File: src/rtl/histogram_esitleyici.sv
// Histogram equalizer: scans a 256-bin histogram, accumulates the CDF
// and streams one equalized LUT entry per bin using a sequential divider.
module histogram_esitleyici #(
    parameter int PIXEL_BIT    = 8,
    parameter int SAYAC_BIT    = 17,
    parameter int PIXEL_SAYISI = 76800
) (
    input  logic                 clk_i,
    input  logic                 rstn_i,
    input  logic                 baslat_i,
    output logic                 hist_oku_o,
    output logic [PIXEL_BIT-1:0] hist_adres_o,
    input  logic [SAYAC_BIT-1:0] hist_veri_i,
    output logic                 lut_gecerli_o,
    output logic [PIXEL_BIT-1:0] lut_adres_o,
    output logic [PIXEL_BIT-1:0] lut_veri_o,
    output logic                 mesgul_o,
    output logic                 bitti_o
);

    localparam int BOL_BIT = SAYAC_BIT + PIXEL_BIT;
    localparam int K_BIT = (PIXEL_BIT > 1) ? $clog2(PIXEL_BIT) : 1;
    localparam logic [SAYAC_BIT-1:0] N = SAYAC_BIT'(PIXEL_SAYISI);
    localparam logic [BOL_BIT-1:0] CARPAN = BOL_BIT'((1 << PIXEL_BIT) - 1);
    localparam logic [PIXEL_BIT-1:0] V_SON = '1;
    localparam logic [K_BIT-1:0] K_ILK = K_BIT'(PIXEL_BIT - 1);

    typedef enum logic [2:0] {
        BOSTA, OKU, BEKLE, TOPLA, BOL, YAZ, BITTI
    } durum_t;

    durum_t durum_q, durum_d;

    logic [PIXEL_BIT-1:0] v_q, v_d;
    logic [SAYAC_BIT-1:0] h_q, h_d;
    logic [SAYAC_BIT-1:0] cdf_q, cdf_d;
    logic [SAYAC_BIT-1:0] cdf_min_q, cdf_min_d;
    logic                 min_bulundu_q, min_bulundu_d;
    logic [BOL_BIT-1:0]   kalan_q, kalan_d;
    logic [SAYAC_BIT-1:0] payda_q, payda_d;
    logic [PIXEL_BIT-1:0] bolum_q, bolum_d;
    logic [K_BIT-1:0]     k_q, k_d;
    logic                 sifir_q, sifir_d;
    logic [PIXEL_BIT-1:0] lut_adres_q, lut_adres_d;
    logic [PIXEL_BIT-1:0] lut_veri_q, lut_veri_d;

    logic [SAYAC_BIT:0]   toplam;
    logic [SAYAC_BIT-1:0] cdf_yeni;
    logic [SAYAC_BIT-1:0] cdf_min_yeni;
    logic [SAYAC_BIT-1:0] fark;
    logic [SAYAC_BIT-1:0] payda_yeni;
    logic [BOL_BIT-1:0]   bolen;
    logic                 ilk_min;

    always_ff @(posedge clk_i or negedge rstn_i) begin
        if (!rstn_i) begin
            durum_q <= BOSTA;
        end else begin
            durum_q <= durum_d;
        end
    end

    always_comb begin
        durum_d = durum_q;
        unique case (durum_q)
            BOSTA:   if (baslat_i) durum_d = OKU;
            OKU:     durum_d = BEKLE;
            BEKLE:   durum_d = TOPLA;
            TOPLA:   durum_d = BOL;
            BOL:     if (k_q == '0) durum_d = YAZ;
            YAZ:     durum_d = (v_q == V_SON) ? BITTI : OKU;
            BITTI:   durum_d = BOSTA;
            default: durum_d = BOSTA;
        endcase
    end

    always_comb begin
        hist_oku_o    = (durum_q == OKU);
        lut_gecerli_o = (durum_q == YAZ);
        mesgul_o      = (durum_q != BOSTA);
        bitti_o       = (durum_q == BITTI);
        hist_adres_o  = v_q;
        lut_adres_o   = lut_adres_q;
        lut_veri_o    = lut_veri_q;
    end

    always_ff @(posedge clk_i or negedge rstn_i) begin
        if (!rstn_i) begin
            v_q           <= '0;
            h_q           <= '0;
            cdf_q         <= '0;
            cdf_min_q     <= '0;
            min_bulundu_q <= 1'b0;
            kalan_q       <= '0;
            payda_q       <= '0;
            bolum_q       <= '0;
            k_q           <= '0;
            sifir_q       <= 1'b0;
            lut_adres_q   <= '0;
            lut_veri_q    <= '0;
        end else begin
            v_q           <= v_d;
            h_q           <= h_d;
            cdf_q         <= cdf_d;
            cdf_min_q     <= cdf_min_d;
            min_bulundu_q <= min_bulundu_d;
            kalan_q       <= kalan_d;
            payda_q       <= payda_d;
            bolum_q       <= bolum_d;
            k_q           <= k_d;
            sifir_q       <= sifir_d;
            lut_adres_q   <= lut_adres_d;
            lut_veri_q    <= lut_veri_d;
        end
    end

    // A first bin larger than N would make cdf < cdf_min; clamp to zero.
    always_comb begin
        toplam       = {1'b0, cdf_q} + {1'b0, h_q};
        cdf_yeni     = (toplam > {1'b0, N}) ? N : toplam[SAYAC_BIT-1:0];
        ilk_min      = !min_bulundu_q && (h_q != '0);
        cdf_min_yeni = ilk_min ? h_q : cdf_min_q;
        fark         = (cdf_yeni > cdf_min_yeni) ? cdf_yeni - cdf_min_yeni : '0;
        payda_yeni   = (N > cdf_min_yeni) ? N - cdf_min_yeni : '0;
        bolen        = BOL_BIT'(payda_q) << k_q;

        v_d           = v_q;
        h_d           = h_q;
        cdf_d         = cdf_q;
        cdf_min_d     = cdf_min_q;
        min_bulundu_d = min_bulundu_q;
        kalan_d       = kalan_q;
        payda_d       = payda_q;
        bolum_d       = bolum_q;
        k_d           = k_q;
        sifir_d       = sifir_q;
        lut_adres_d   = lut_adres_q;
        lut_veri_d    = lut_veri_q;

        unique case (durum_q)
            BOSTA: begin
                if (baslat_i) begin
                    v_d           = '0;
                    cdf_d         = '0;
                    cdf_min_d     = '0;
                    min_bulundu_d = 1'b0;
                end
            end
            BEKLE: h_d = hist_veri_i;
            TOPLA: begin
                cdf_d         = cdf_yeni;
                cdf_min_d     = cdf_min_yeni;
                min_bulundu_d = min_bulundu_q | ilk_min;
                kalan_d       = BOL_BIT'(fark) * CARPAN;
                payda_d       = payda_yeni;
                bolum_d       = '0;
                k_d           = K_ILK;
                sifir_d       = (cdf_yeni == '0) || (payda_yeni == '0);
            end
            BOL: begin
                if (kalan_q >= bolen) begin
                    kalan_d      = kalan_q - bolen;
                    bolum_d[k_q] = 1'b1;
                end
                k_d = k_q - 1'b1;
                if (k_q == '0) begin
                    lut_adres_d = v_q;
                    lut_veri_d  = sifir_q ? '0 : bolum_d;
                end
            end
            YAZ: begin
                if (v_q != V_SON) v_d = v_q + 1'b1;
            end
            default: ;
        endcase
    end

endmodule

File: config.mk
export PLATFORM = sky130hd
export DESIGN_NAME = histogram_esitleyici
export DESIGN_NICKNAME = d
export VERILOG_FILES = /design/src/rtl/histogram_esitleyici.sv
export SDC_FILE = /design/constraint.sdc
export NUM_CORES = 1
export LEC_CHECK = 0
export CORE_MARGIN = 3
export CORE_UTILIZATION = 40
export CTS_CLUSTER_DIAMETER = 40
export CTS_CLUSTER_SIZE = 28
export DETAILED_ROUTE_END_ITERATION = 7
export PLACE_DENSITY = 0.6
export SYNTH_ARGS = -nofsm -noshare
export SYNTH_HDL_FRONTEND = slang
export SYNTH_SLANG_ARGS = --single-unit
File: constraint.sdc
create_clock -name clk_i -period 28.4 [get_ports clk_i]
set_input_delay 7.1 -clock clk_i [delete_from_list [all_inputs] [get_ports clk_i]]
set_output_delay 7.1 -clock clk_i [all_outputs]
set_load 0.01 [all_outputs]
# Word-level counts from Yosys, hierarchy flattened
# Cells that the tools add are included.
# totals
input_bits	20
regBits	133
# classes
shifts	1
n_reduce_logical	18
add_sub_neg	6
n_mux	24
n_mul	1
eq_ne	12
order_cmp	6
bitwise_logic	2
# ops
op	n
two-way mux 17 bit	5
one-hot mux 17 bit (2 select lines)	2
one-hot mux 25 bit (2 select lines)	1
zero test 17 bit	2
two-way mux 8 bit	4
one-hot mux 8 bit (2 select lines)	2
greater-or-equal comparator 25 bit	1
multiplier 17 x 8 -> 25 bit (second input constant)	1
two-way mux 25 bit	1
left shift 17 x 3 -> 25 bit	1
subtractor 25 bit	1
adder 17 x 17 -> 18 bit	1
greater-than comparator 18 x 17 -> 1 bit (second input constant)	1
one-hot mux 3 bit (6 select lines)	1
greater-than comparator 17 bit	1
greater-than comparator 17 bit (first input constant)	1
nonzero test 17 bit	1
subtractor 17 bit	1
subtractor 17 bit (first input constant)	1
equality test 3 bit (second input constant)	3
two-way mux 3 bit	3
adder 8 x 1 -> 8 bit (second input constant)	1
equality test 8 bit (second input constant)	1
!= test 8 bit (second input constant)	1
other kinds (21)	32

# Depth between registers and ports, before layout
# logic_depth
word_depth	7
depth_mapped	43
ltp_nobuf	42

# Worst setup path after synthesis
# No wires, ideal clock.
# synth_path
path_type	reg2reg
startpoint	reg h_q[0]
endpoint	reg kalan_q[23]
path_stages_with_launch	41
t_arrival_ns	8.966
setup_time_ns	0.138
path_buffers	1
t_required_ns	28.262
path_slack_ns	19.296
cell_sequence	dfrtp_1 ha_1 fa_1 a211oi_2 o21ai_1 a21oi_2 xor2_1 nand2_1 and4bb_1 o31ai_1 a211o_1 and2_1 buf_2 nor2_1 ha_1 a21o_1 a21o_1 a21oi_1 [5 not listed] and2_1 ha_1 xor2_1 fa_1 fa_1 inv_1 fa_1 inv_1 ha_1 or3_1 o221a_2 o31a_1 o211a_1 o41ai_2 o211ai_1 a21oi_1 xor2_1 a21oi_1
# synth_via
elab_chain_cells	7
word_cells_on_any_way	11
# synth_lines
element	line_no	text
start, declared	35	logic [SAYAC_BIT-1:0] h_q, h_d;
start signal, assigned	90	h_q <= '0;
start signal, assigned	103	h_q <= h_d;
adder 17 x 17 -> 18 bit / nonzero test 17 bit (equally long branches)	119, 121	
greater-than comparator 18 x 17 -> 1 bit / logical AND 1 bit (equally long branches)	120, 121	
two-way mux 17 bit, on equally long branches	120, 122	
subtractor 17 bit / greater-than comparator 17 bit (equally long branches)	123	fark = (cdf_yeni > cdf_min_yeni) ? cdf_yeni - cdf_min_yeni : '0;
two-way mux 17 bit *	123	
multiplier 17 x 8 -> 25 bit *	154	kalan_d = BOL_BIT'(fark) * CARPAN;
one-hot mux 25 bit (2 select lines) *	140	unique case (durum_q)
end signal, assigned	107	kalan_q <= kalan_d;
end, declared	39	logic [BOL_BIT-1:0] kalan_q, kalan_d;
# Every way passes the cells marked *; elsewhere a longest branch is shown, timed or not.
# A chain may end at the register's enable or synchronous reset.

# Worst setup path in the final report
# layout_path
startpoint	reg h_q[4]
endpoint	reg kalan_q[21]
# The elaborated chain is that of the path after synthesis.

==> results.cfg <==
[clock_network]
hold_buffers = 0
numCtsBuffers = 17
root_buffer = clkbuf_16
clk-insertion-delay-late_ps = 430
clockBufferDepth = 2
cts_resized = 0
post_cts_buffers = 0
clk_pin_slew_worst_paths_ps = 60
htree_levels = 4
clock-sinks = 133
cts_tree = built

[cells_and_area]
fill_cells = 3142
nets = 1738
final_common_cell = inv_1
area_delta_synth_final_pct = 11.6
final_cell_mix = inv_1, nand2_1, dfrtp_1
diodes = 0
layout-drive-gt1-share = 0.0768

[sta]
rsz0062_at_grt = no
finalSetupViolations = 0
clock_skew_ps = 13.3
hold_violations = 0
finalCriticalPeriod_ps = 10930
worst_pin_slew_ps = 1080
slew_headroom = 0.274
final.period_utilization = 0.385
max_freq_mhz = 91.5
slew_viol_final = 0
timing.setup.tns_ps = 0

[synth]
yosys.area.top_type_share = 0.251
synth_edf_count = 0
ys_top_cells_by_area = dfrtp_1, fa_1, ha_1
synth_area_leader_cell = dfrtp_1
synth_warnings = 0
syn_nets = 1719
synth_area_um2 = 13300
synthDistinctLibCells = 83
ys_ff_latch = 133
yosysSeqAreaShare = 0.251
ys.flop_type = dfrtp_1
async_flop_share = 1.00
postSynthCellCount = 1518
avgSynthCellArea_um2 = 8.75

[routing]
drtAntennaViolNets = 0
routedWlPerCell_um = 17.8
dr_total_vias = 11000
viasPerCell = 5.54
drc_errors = 0
first_pass_iters = 6
wl_um = 35400
drt-initial-drc-count = 884

[die]
die_h_um = 188
start_util = 0.407
coreArea_um2 = 32600
die_w_um = 188
io_pins = 48
dieArea_um2 = 35400
rows = 66

[placed_design]
gp_congestion = 0.895
port_buffers = 47
dp_hpwl_um = 27500

[setup_path]
timing.rr.end = kalan_q[21]
setup.worst_path.end = kalan_q[21]
required_ps = 28680
worst_ep_arrival_time_ps = 11210
reg2reg_slack_ps = 17470
end_kind = flip-flop
path_class = reg2reg
cp_common_cell = o21ai_0
r2r-start = h_q[4]
worst_path_max_delay_cell = and2_1
worstPathMaxFanout = 20
cp-start-kind = flip-flop
r2r_cells = 38
crit_start = h_q[4]
cp_slowest_stage_delay_ps = 870

[worst_hold_path]
hold_class = reg2reg

[grt]
grt_pass1_vias = 11100
overflow = 0
grt_max_degree = 100
grt_usage = 0.205
grt_pass1_wl_um = 58700
grt_antenna_before_repair = 0

[run]
drv_cap = 0

[run_status]
outcome = finished, final reports clean
## metrics by stage
step	setup slack [ps]	std cells	hold WS, ps	instance area, µm²	util
after floorplan	19300	1518	450	13300	-
after global placement	17770	1960	467	14100	0.434
after detailed placement	17500	1960	477	14100	0.434
after CTS	17490	1991	491	14800	0.455
after global routing	16490	1991	517	14800	0.455
final	17470	1991	483	14800	0.455
## final cells by class
class	instances	area [µm²]	area share
Timing Repair Buffer	57	547	0.0369
Clock inverter	11	223	0.0150
Sequential cell	133	3330	0.224
Clock buffer	20	457	0.0308
Multi-Input combinational cell	1172	9140	0.616
Inverter	156	586	0.0395
Tap cell	442	553	0.0373
## worst min path at each step
stage / startpoint / end / slack (ps) / depth (start not counted)
finish: lut_veri_o[0] / lut_veri_o[0] / 480 / 2
CTS: bolum_q[6] / bolum_q[6] / 490 / 2
global route: bolum_q[6] / bolum_q[6] / 520 / 2
detailed placement: lut_veri_o[0] / lut_veri_o[0] / 480 / 2
global placement: bolum_q[5] / bolum_q[5] / 470 / 2
floorplan: bolum_q[0] / bolum_q[0] / 450 / 2
## flip-flops by register name, indices dropped and copies added, names as in the netlist
signal and count:
bolum_q 8, cdf_min_q 17, cdf_q 17, durum_q 3, h_q 17, hist_adres_o 8, k_q 3, kalan_q 25
lut_adres_o 8, lut_veri_o 8, min_bulundu_q 1, payda_q 17, sifir_q 1
## synth_stat cells (all sizes together) (3+ instances only)
| cell | number |
|---|---|
| o21a | 11 |
| fa | 70 |
| nand3 | 57 |
| o2111ai | 5 |
| o211ai | 13 |
| nor4 | 5 |
| clkbuf | 46 |
| a22oi | 10 |
| a21boi | 3 |
| a31o | 3 |
| nand4 | 19 |
| ha | 111 |
| a21oi | 97 |
| o21ai | 106 |
| o21bai | 7 |
| and4 | 5 |
| nand2 | 137 |
| o31ai | 26 |
| nor2 | 87 |
| a31oi | 18 |
| nor3b | 6 |
| nor3 | 38 |
| and2 | 16 |
| mux4 | 7 |
| mux2 | 35 |
| xor2 | 42 |
| or3 | 12 |
| nand2b | 20 |
| mux2i | 28 |
| and3b | 3 |
| or2 | 9 |
| xnor2 | 49 |
| and3 | 11 |
| a21o | 37 |
| dfrtp | 133 |
| inv | 156 |
| nor2b | 15 |
| o41ai | 3 |
| buf | 11 |
| a211oi | 15 |
## per-layer routing
metal / global-route usage / part of all wire
met5: 0 / 0
met4: 0.0577 / 0.026
met3: 0.0316 / 0.043
met2: 0.329 / 0.46
met1: 0.287 / 0.47
## kinds of logic (layout without fill, tap and decap cells)
family,Yosys count,in the layout,share of synthesized area
AOI/OAI and AO/OA,384,384,0.190
DFF,133,133,0.251
muxes,70,70,0.0626
and+or+nand+nor,445,445,0.164
adders and majority gates,182,182,0.211
xor gates and xnor gates,91,91,0.0600
buffers and inverters,213,244,0.0622
## critical path: cells and delay by family (launching register included)
kind	cells	cell delay, ps
adders and majority gates	7	2900
buffers and inverters	4	500
and+or+nand+nor	6	2640
xor gates and xnor gates	2	500
AOI/OAI and AO/OA	19	3770
DFF	1	460
Power is not shown: default switching activity piles up to over one toggle a cycle in this logic, so the estimate is an artifact.
==> edit 1, RTL diff (config.mk and constraints unchanged) <==
Set the parameter `PIXEL_BIT` to 7 (it was 8).
--- a/src/rtl/histogram_esitleyici.sv
+++ b/src/rtl/histogram_esitleyici.sv
@@ -2,5 +2,5 @@
 // and streams one equalized LUT entry per bin using a sequential divider.
 module histogram_esitleyici #(
-    parameter int PIXEL_BIT    = 8,
+    parameter int PIXEL_BIT    = 7,
     parameter int SAYAC_BIT    = 17,
     parameter int PIXEL_SAYISI = 76800
Interface: changed (resized hist_adres_o, lut_adres_o and lut_veri_o); port bits go from 48 to 45. No check against the original RTL was run, so the function may have changed too.
==> edit 1 against the original RTL <==
- cell count fell by 7.6%
- count of clock-buffer cells in the layout shrank 3
- critical path depth increased by 1
- sequential cell count decreased by 5
- setup slack gained 0.18 ns
- area after synthesis fell by 6.5%
- cell area is 7.1% lower
- synthesized cell count is 6.3% lower
- hold slack worse by 0.0077 ns
- routed wire length is 9.2% lower
- largest cell class unchanged
Power is left out: the tool's default activity adds up to more than one toggle a clock period on the data nets, which glitch-free logic cannot reach.
==> edit 1: results <==
[run_status]
run_status = complete, no violations

[finish]
layout.nets = 1614
largest_register_ff_count = 24
antenna_cells = 0
nFillCells = 2940
top_register = kalan_q
final_layout_size_suffix_gt1_share_pct = 7.18

[clocking]
cts_buffers = 17
clkTransAtPathRegs_ns = 0.07
post-cts-setup-buffer-count = 0
cts.root.buffer_cell = clkbuf_16
clock_latency_ns = 0.43
cts_buffer_depth = 2
cts_resized = 0
cts.htree.levels = 4

[route]
first_iter_violations = 639
firstDrtPassIters = 7
wire_per_inst_um = 17.5
num_vias = 10332

[min_path]
min_to = lut_veri_o[1]
hold_path_startpoint = lut_veri_o[1]

[global_routing]
track_usage_pct = 19.5
grt_start_max_net_pins = 72
antenna_found_initial = 0
grt_pass1_vias = 10023
grt_pass1_wl_mm = 52.9

[critical_path]
cp_max_fo = 16
cpPeakStageDelay_ns = 0.79
reg2reg_depth = 39
r2r_end = kalan_q[19]
reg2reg_slack_ns = 17.64
rr_startpoint = h_q[0]
slowest_stage = a21oi_1

[placed_design]
io_buffers = 44
hpwl_mm = 25.0
gp_congestion = 0.893
place_area_um2 = 13200

[sta]
tightest_slew_ns = 1.05
skew_ns = 0.0146
tns_ns = 0

[yosys]
ys_seq_area_share_pct = 25.8
yosysUniqueCellTypes = 79
yosysWarnings = 0
netlist_top_cells_count = dfrtp_1, nand2_1, ha_1, nor2_1, inv_1
synth.area.top_cells = dfrtp_1, ha_1, fa_1, xnor2_1, nand2_1
## edit 1: cell count changes in the layout (fill, tap and decap cells not counted), sizes merged, moves of 12 or more
cell,unedited run,this run
a22o,1,13
fa,70,51
inv,157,114
nand2,137,119
nand3,57,40
nor2,87,107
nor2b,15,32
o21ai,106,86
## edit 1: critical path, delay by kind of cell (launching register included)
kind	cells	cell delay (ns)
AOI/OAI and AO/OA	18	4.36
xor gates and xnor gates	3	0.51
adders and majority gates	8	3.21
buffers and inverters	3	0.31
DFF	1	0.47
and+or+nand+nor	7	1.77
## edit 1: stage by stage
stage / hold WS [ns] / worst slack (ns) / instances / utilization, %
after floorplan: 0.444 / 18.79 / 1422 / -
after global placement: 0.462 / 17.91 / 1807 / 43.8
after detailed placement: 0.470 / 17.70 / 1807 / 43.8
after CTS: 0.484 / 17.67 / 1839 / 45.7
after global routing: 0.517 / 16.83 / 1839 / 45.7
final: 0.475 / 17.64 / 1839 / 45.7
## edit 1: cells by family after synthesis
| logic type | share of synthesized area [%] |
|---|---|
| flops | 25.8 |
| simple gates | 17.9 |
| xor+xnor | 6.56 |
| fa+ha+maj | 19.2 |
| compound gates | 18.9 |
| mux | 6.68 |
| buf+inv | 5.00 |
## edit 1: worst max-delay path by stage
stage	from	endpoint	slack, ns	cells past startpoint
global placement	h_q[0]	kalan_q[19]	17.91	39
CTS	h_q[0]	kalan_q[19]	17.67	39
finish	h_q[0]	kalan_q[19]	17.64	39
detailed placement	h_q[0]	kalan_q[19]	17.70	39
floorplan	h_q[0]	kalan_q[19]	18.79	41
global route	h_q[0]	kalan_q[19]	16.83	39
## edit 1: layer usage
metal / routed length [um] / GRT usage, %
met4: 568 / 4.88
met2: 14700 / 31.4
met1: 15600 / 27.8
met5: 0 / 0
met3: 1260 / 2.55
## edit 1: final cells by class
| class | count | area, um^2 | share of cell area (%) |
|---|---|---|---|
| Timing Repair Buffer | 51 | 494 | 3.59 |
| Sequential cell | 128 | 3200 | 23.3 |
| Tap cell | 390 | 488 | 3.54 |
| Multi-Input combinational cell | 1133 | 8610 | 62.5 |
| Clock inverter | 15 | 163 | 1.18 |
| Inverter | 105 | 394 | 2.86 |
| Clock buffer | 17 | 425 | 3.09 |
==> edit 2, RTL diff (same settings) <==
Without the edit above. The 7 values of `durum_t` get a Gray code encoding in 3 bits.
--- a/src/rtl/histogram_esitleyici.sv
+++ b/src/rtl/histogram_esitleyici.sv
@@ -27,5 +27,5 @@
 
     typedef enum logic [2:0] {
-        BOSTA, OKU, BEKLE, TOPLA, BOL, YAZ, BITTI
+        BOSTA = 3'b000, OKU = 3'b001, BEKLE = 3'b011, TOPLA = 3'b010, BOL = 3'b110, YAZ = 3'b111, BITTI = 3'b101
     } durum_t;
 
Function: no difference found for any inputs over 10 cycles, from zero or initial values and one cycle with rstn_i low; not proved beyond that.
==> edit 2 against the original RTL <==
- routed wire length rose by 4.5%
- via count increased by 2.9%
- area after synthesis rose by 0.60%
- sequential share of layout area shrank 0.079 points
- count of clock-buffer cells in the layout decreased by 3
- cell area is 0.35% higher
- setup slack worse by 0.36 ns
- sequential cell count unchanged
- clock skew grew 0.0056 ns
- critical path type unchanged
- largest cell class unchanged
Power is not shown: default switching activity piles up to over one toggle a cycle in this logic, so the estimate is an artifact.
==> edit 2: results <==
[global_routing]
met2_usage_pct = 33.7
grt_start_max_net_pins = 79
met1_usage_pct = 28.9
grtUsageMet3_pct = 3.42
track_usage_pct = 21.1

[yosys]
synth_compound_area_share_pct = 19.8
synth-xor-area-share_pct = 4.72
synth_mux_area_share_pct = 5.28
synth.area.top_cells = dfrtp_1, fa_1, ha_1, inv_1, nand2_1
yosysUniqueCellTypes = 81
ys_seq_area_share_pct = 24.9
netlist_top_cells_count = inv_1, nand2_1, dfrtp_1
synth_fa_ha_area_share_pct = 21.0

[run_status]
run_status = complete, no violations

[finish]
final_layout_size_suffix_gt1_share_pct = 6.65
layout.nets = 1783
top_register = kalan_q

[critical_path]
rr_startpoint = h_q[0]
cpPeakStageDelay_ns = 0.74
cp_max_fo = 26
slowest_stage = o41ai_1
reg2reg_depth = 37
r2r_end = kalan_q[23]
worstPathArrival_ns = 11.63

[placed_design]
gp_congestion = 0.896
dpl_worst_slack_ns = 17.30
hpwl_mm = 28.7
dp_cells = 2005

[clocking]
cts.htree.levels = 4
clock_latency_ns = 0.46
clkTransAtPathRegs_ns = 0.08

[route]
first_iter_violations = 760
wire_per_inst_um = 18.2
firstDrtPassIters = 5
routed_wl_mm = 37.0
num_vias = 11358

[sta]
tightest_slew_ns = 1.10
skew_ns = 0.0189

[min_path]
min_to = lut_veri_o[4]
hold_path_startpoint = lut_veri_o[4]
## edit 2: cell families after synthesis
| group | after synthesis |
|---|---|
| xor gates and xnor gates | 72 |
| AOI/OAI and AO/OA | 400 |
| buffers and inverters | 210 |
| muxes | 60 |
| DFF | 133 |
| and+or+nand+nor | 500 |
| adders and majority gates | 182 |
## edit 2: worst max path at each step
| stage | end | slack, ns | cells after the start |
|---|---|---|---|
| after CTS | kalan_q[23] | 17.23 | 37 |
| after floorplan | kalan_q[23] | 18.30 | 41 |
| final | kalan_q[23] | 17.10 | 37 |
| after global routing | kalan_q[23] | 16.44 | 38 |
| after global placement | kalan_q[23] | 17.67 | 37 |
| after detailed placement | kalan_q[23] | 17.30 | 37 |
## edit 2: final cells by class
class	instances	area [um^2]	area share, %
clock buffer	17	425	2.86
tap	442	553	3.72
clock inverter	15	188	1.26
sequential	133	3330	22.4
timing repair buffer	57	547	3.67
inverter	159	597	4.01
multi-input combinational	1214	9240	62.1
## edit 2: per-layer routing
layer	vias up	part of all wire, %	wire [um]
li1	5561	-	-
met1	5485	47	17400
met2	259	45	16800
met3	53	4.4	1610
met4	0	3.4	1240
met5	-	0	0
## edit 2: metrics by stage
step / cell area, um^2 / hold WS [ns]
finish: 14900 / 0.463
global route: 14900 / 0.487
CTS: 14900 / 0.471
detailed placement: 14300 / 0.455
global placement: 14300 / 0.449
floorplan: 13400 / 0.450
## edit 2: worst max-delay path, delay by kind of cell, from the launching register on
family / cells / cell delay [ns]
compound gates: 15 / 4.83
fa+ha+maj: 8 / 3.04
simple gates: 10 / 2.31
flops: 1 / 0.44
xor+xnor: 1 / 0.33
buf+inv: 3 / 0.20
